## config.mk

```make
export PLATFORM = sky130hd
export DESIGN_NAME = fifo_write_arbiter
export DESIGN_NICKNAME = d
export VERILOG_FILES = /design/src/rtl/fifo_write_arbiter.sv
export SDC_FILE = /design/constraint.sdc
export NUM_CORES = 1
export LEC_CHECK = 0
export CAP_MARGIN = 20
export CORE_ASPECT_RATIO = 1.1
export CORE_UTILIZATION = 40
export CTS_BUF_LIST = sky130_fd_sc_hd__clkbuf_8
export CTS_CLUSTER_SIZE = 16
export DETAILED_ROUTE_END_ITERATION = 8
export GPL_ROUTABILITY_DRIVEN = 0
export PLACE_DENSITY = 0.95
export SYNTH_ARGS = -nofsm -noshare
export SYNTH_HDL_FRONTEND = slang
export SYNTH_SLANG_ARGS = --single-unit
```

## constraint.sdc

```tcl
create_clock -name clk -period 3.28 [get_ports clk]
set_input_delay 0.656 -clock clk [delete_from_list [all_inputs] [get_ports clk]]
set_output_delay 0.656 -clock clk [all_outputs]
set_load 0.02 [all_outputs]
```

## src/rtl/fifo_write_arbiter.sv

```systemverilog
// fifo_write_arbiter: round-robin burst arbiter for the async FIFO write port.
// Every beat is gated on fifo_full; fifo_overflow is latched as sticky status.
module fifo_write_arbiter #(
  parameter int NREQ      = 4,
  parameter int DATA_W    = 8,
  parameter int MAX_BURST = 4,
  parameter int ID_W      = $clog2(NREQ)
) (
  input  logic                   clk,
  input  logic                   resetn,
  input  logic [NREQ-1:0]        req_valid,
  input  logic [NREQ-1:0]        req_last,
  input  logic [NREQ*DATA_W-1:0] req_data,
  output logic [NREQ-1:0]        req_ready,
  input  logic                   fifo_full,
  input  logic                   fifo_overflow,
  output logic                   fifo_wen,
  output logic [DATA_W-1:0]      fifo_wdata,
  output logic                   busy,
  output logic [ID_W-1:0]        grant_id,
  output logic                   err_overflow
);

  localparam int CW = $clog2(MAX_BURST + 1);
  localparam logic [CW-1:0] LAST_CNT = CW'(MAX_BURST - 1);
  localparam logic [ID_W-1:0] RST_ID = ID_W'(NREQ - 1);

  typedef enum logic {
    IDLE,
    BURST
  } state_t;

  state_t            state;
  state_t            state_nxt;
  logic [ID_W-1:0]   grant_nxt;
  logic [ID_W-1:0]   rr_id;
  logic [ID_W-1:0]   rr_idx;
  logic [CW-1:0]     beat_cnt;
  logic [CW-1:0]     cnt_nxt;
  logic              g_valid;
  logic              g_last;
  logic [DATA_W-1:0] data_arr [NREQ];

  for (genvar i = 0; i < NREQ; i++) begin : g_unpack
    assign data_arr[i] = req_data[i*DATA_W +: DATA_W];
  end

  // Walk downward so the nearest requester after grant_id wins.
  always_comb begin
    rr_id  = grant_id;
    rr_idx = '0;
    for (int k = NREQ; k >= 1; k--) begin
      rr_idx = ID_W'((int'(grant_id) + k) % NREQ);
      if (req_valid[rr_idx]) rr_id = rr_idx;
    end
  end

  assign busy       = (state == BURST);
  assign g_valid    = req_valid[grant_id];
  assign g_last     = req_last[grant_id];
  assign fifo_wen   = busy & g_valid & ~fifo_full;
  assign fifo_wdata = busy ? data_arr[grant_id] : '0;

  always_comb begin
    req_ready = '0;
    if (busy) req_ready[grant_id] = ~fifo_full;
  end

  always_comb begin
    state_nxt = state;
    grant_nxt = grant_id;
    cnt_nxt   = beat_cnt;
    unique case (state)
      IDLE: begin
        if (|req_valid) begin
          state_nxt = BURST;
          grant_nxt = rr_id;
          cnt_nxt   = '0;
        end
      end
      BURST: begin
        if (fifo_wen) begin
          cnt_nxt = beat_cnt + 1'b1;
          if (g_last || beat_cnt == LAST_CNT) state_nxt = IDLE;
        end else if (!g_valid) begin
          state_nxt = IDLE;
        end
      end
      default: state_nxt = IDLE;
    endcase
  end

  always_ff @(posedge clk) begin
    if (!resetn) begin
      state        <= IDLE;
      grant_id     <= RST_ID;
      beat_cnt     <= '0;
      err_overflow <= 1'b0;
    end else begin
      state        <= state_nxt;
      grant_id     <= grant_nxt;
      beat_cnt     <= cnt_nxt;
      err_overflow <= err_overflow | fifo_overflow;
    end
  end

endmodule
```

# Word level (Yosys, flattened, before mapping)
# Index checks and enable logic that the tools add are counted.
# classes
n_lt_le_gt_ge	7
addsub	5
reduce_logical	6
n_bitwise	7
n_mux	31
n_eq_ne	3
# ops
operator	count
8-bit two-way mux	3
8-bit binary-select mux with 2-bit select	1
2-bit by 3-bit less-than comparator with 1-bit output, second input constant	5
1-bit binary-select mux with 2-bit select	6
1-bit two-way mux	11
2-bit two-way mux	4
3-bit two-way mux	2
3-bit one-hot mux with 2 select lines	1
2-bit by 1-bit adder with 2-bit output, second input constant	2
2-bit adder, second input constant	2
4-bit bitwise AND	1
4-bit two-way mux	1
2-bit != test, second input constant	2
4-bit nonzero test	1
4-bit OR reduction	1
3-bit by 1-bit adder with 3-bit output, second input constant	1
3-bit by 2-bit == test with 1-bit output, second input constant	1
3-bit greater-or-equal comparator, second input constant	1
2-bit inverter with 3-bit output	1
3-bit AND reduction	1
1-bit bitwise AND	2
1-bit demux with 2-bit select	1
2-bit by 1-bit greater-or-equal comparator with 1-bit output, second input constant	1
1-bit inverter	2
5 further kinds	5
# totals
regBits	7
inputBits	44
output_inout_bits	17
word_cells	63

# Depth between registers and ports, before layout
# logic_depth
ltp_word	7
mapped_depth	8

# Worst setup path before layout
# OpenSTA, ideal clock, no wires.
# synth_timing
path_type	flip-flop to flip-flop
startpoint	register grant_id[1]
endpoint	register grant_id[1]
arrival_time_ns	2.235
setup_slack_ns	0.949
required_ns	3.185
setup_time_ns	0.095
synth_period_minus_slack_ns	2.331
stages_incl_launch_ff	9
path_cell_list	dfxtp_1 > clkbuf_1 > buf_2 > inv_1 > ha_1 > nor2b_1 > a2111oi_0 > a311oi_1 > o311ai_1
# synth_via
elab_chain_cells	6
word_cells_on_any_way	18
cone_classes	add/sub (4); mux (12); reduce/logical (2)
# synth_lines
item	line	source
from (decl)	20	output logic [ID_W-1:0] grant_id,
from (signal assigned)	101	grant_id <= grant_nxt;
2-bit adder	53	rr_idx = ID_W'((int'(grant_id) + k) % NREQ);
1-bit binary-select mux with 2-bit select	54	if (req_valid[rr_idx]) rr_id = rr_idx;
1-bit two-way mux (implied by the code)	54	
2-bit two-way mux (3 in series)	54	
# Several ways; a longest one is shown, not always the timed one. The select of a mux whose other input is x is not followed.
# A chain may end at the register's enable or synchronous reset.

# Final worst setup path
# layout_timing
startpoint	register grant_id[0]
endpoint	output port fifo_wdata[3]
# layout_via
elab_chain_cells	5
# layout_lines
item	line	source
2-bit inverter with 3-bit output (implied by the code)	62	assign fifo_wdata = busy ? data_arr[grant_id] : '0;
8-bit binary-select mux with 2-bit select	62	
8-bit two-way mux (implied by the code) (2 in series)	62	
8-bit two-way mux	62	
to (decl)	18	output logic [DATA_W-1:0] fifo_wdata,
# No other way between the ends. The select of a mux whose other input is x is not followed.

==> out/results.tsv <==
metric	value	unit
outcome	completed	
hold slack	500.2	ps
nets	217	
pre-CTS setup slack	274.6	ps
reg2reg path depth	7	
Post-synth EDFFs	0	
syn avg cell area	9.341	um^2
critical path arrival	2420	ps
clock-pin slew on the worst setup and hold paths	40	ps
core area	0.002230	mm^2
pins over their slew limit	0	
number of diodes	0	
startpoint class of the critical path	flop	
share of layout cells above drive strength 1	0.1386	
CTS Sinks	7	
initial antenna violation count	0	
Tot Pwr	0.7720	mW
final hold viol count	0	
Max Freq	325.6	MHz
critical path's slowest cell	dfxtp_1	
crit path kind	flop to primary output	
Final ANT Viol Nets	0	
CP Buf/Inv Count	2	
net count after synthesis	151	
Root Buffer	clkbuf_8	
drt initial violations	20	
fin crit period	3071	ps
max cap viols	0	
gr usage total	0.2424	
final worst setup slack	208.8	ps
clk buf depth	2	
IO Pins	61	
crit share post-route	0.9364	
#FFs+latches synth	7	
clk_skew	4.623	ps
post-CTS setup repair buffer count	0	
CTS resizes	0	
Site Rows	18	
relative slew slack	0.4850	
Worst-Skew Late Latency	230	ps
Die ar.	0.002557	mm^2
CP Capture Type	primary output	
Wirelength per Cell	15.64	um
Vias	1066	
post-detail-place hpwl	2.468	mm
Leak Pwr	0.6404	nW
largest stage delay on the critical path	720	ps
synthesized cell area	943.4	um^2
via/cell ratio	5.439	
Syn. warnings	0	
Residual DRC	0	
Area Growth Syn to Fin	73.34	%
TritonCTS clock tree	done	
Post-Syn Instances	101	
Yosys cell types	36	
WP depth	4	
DIE HEIGHT	52.94	um
Crit path max-delay family	buffers and inverters	
largest net degree at the start of global routing	17	
Post-Route WL	3.066	mm
gr ovfl total	0	
drt first pass iters	4	
Final Core Density	0.7334	
RSZ-0062 raised after global routing	no	
number of global-route vias before repair	1061	
worst-path fanout max	13	
share of async-settable or async-resettable flops after synthesis	0	
Horiz. Die Dim	48.31	um
sum of negative setup slack	0	ps
Seq/Total Area, Yosys	0.1485	
hold path depth	2	
Worst Tran Pin Value	765.4	ps
Worst EP required	2620	ps
VDD IR max	0.4069	mV
worst hold path type	flop to flop	
IO Port Bufs	60	
Critical Path, Cell by Cell	buf_4 -> mux4_2 -> and2_1 -> clkdlybuf4s50_1	
CTS H-Tree Depth	1	
Synth Flop Type	dfxtp_1	
CTS Buf Count	3	
Final Setup Violations	0	
PD cells	472.1	mW/mm^2
first-pass GRT wire length	4.705	mm
initial core utilization	0.4231	
Post-CTS Hold Fix Bufs	0	
synth_stat cells (2+ instances only):
library cell	count	area [um^2]
nand2b_1	5	31.28
inv_1	5	18.77
nand2_1	3	11.26
nor2_1	10	37.54
mux4_2	11	247.7
ha_1	6	75.07
nand3b_1	2	15.01
and2_1	12	75.07
clkbuf_1	2	7.510
buf_2	2	10.01
mux2_1	3	33.78
buf_6	3	33.78
nor2b_1	4	25.02
nor3_1	3	15.01
o21ai_0	3	15.01
dfxtp_1	7	140.1
final cells by class:
cell class / count / area [um^2]
multi-input cells: 81 / 726.9
repair buffers: 68 / 660.6
fillers: 154 / 594.3
flip-flops and latches: 7 / 140.1
clock buffers: 3 / 41.29
well taps: 30 / 37.54
inverters: 6 / 25.02
clock inverters: 1 / 3.754
cell families after synthesis:
group           Yosys count  synth area share
compound gates           17            0.1340
fa+ha+maj                 6           0.07957
buf+inv                  13           0.08091
flops                     7            0.1485
mux                      14            0.2984
simple gates             44            0.2586
worst register-to-register path, delay by kind of cell, from the launching register on:
kind | cells | cell delay [ps]
compound gates | 3 | 810
flops | 1 | 720
fa+ha+maj | 1 | 390
buf+inv | 2 | 360
simple gates | 1 | 180
metal layers:
layer / GRT usage / part of all wire
met5: 0 / 0
met4: 0.06373 / 0.0095
met3: 0.06322 / 0.058
met2: 0.5023 / 0.56
met1: 0.2394 / 0.37
power breakdown:
group	total, mW	leakage, nW	switching [mW]	internal [mW]
combinational	0.521	0.556	0.231	0.290
sequential	0.132	0.0577	0.0331	0.0986
clock	0.119	0.0269	0.0380	0.0809
cell usage in the layout (no fill, tap or decap):
cell type	n
a311oi_1	1
nand3_1	1
or3b_1	1
nor3b_1	1
a21oi_1	1
o21ai_0	3
mux2_1	3
a31oi_1	1
o211ai_1	1
dfxtp_1	7
inv_4	1
o311ai_1	1
inv_1	6
nor3_1	3
o21ai_1	1
buf_4	8
clkbuf_8	3
nand3b_1	2
o21bai_1	1
and2_1	12
a2111oi_0	1
clkdlybuf4s50_1	60
a211o_1	1
nor2_1	10
and3_1	1
nand2_1	3
nor4_1	1
o32ai_1	1
o2bb2ai_1	1
nand2b_1	5
o41a_1	1
a21o_1	1
mux4_2	11
ha_1	6
nor2b_1	4
o2111ai_1	1
final timing paths:
check	startpoint	to	slack, ps
worst min-delay path	err_overflow	err_overflow	500
worst min register to register	err_overflow	err_overflow	500
worst max-delay path	grant_id[0]	fifo_wdata[3]	210
worst max register to register	grant_id[0]	grant_id[1]	730
through the flow:
step / instances / instance area [um^2]
3_5_place_dp: 192 / 1590
2_1_floorplan: 101 / 943.4
4_1_cts: 196 / 1635
3_3_place_gp: 192 / 1590
5_1_grt: 196 / 1635
6_report: 196 / 1635
registers in the layout, summed over array words and instances (netlist names):
name / cells
busy: 1
beat_cnt: 3
grant_id: 2
err_overflow: 1
Power figures use the tool's default switching activity.
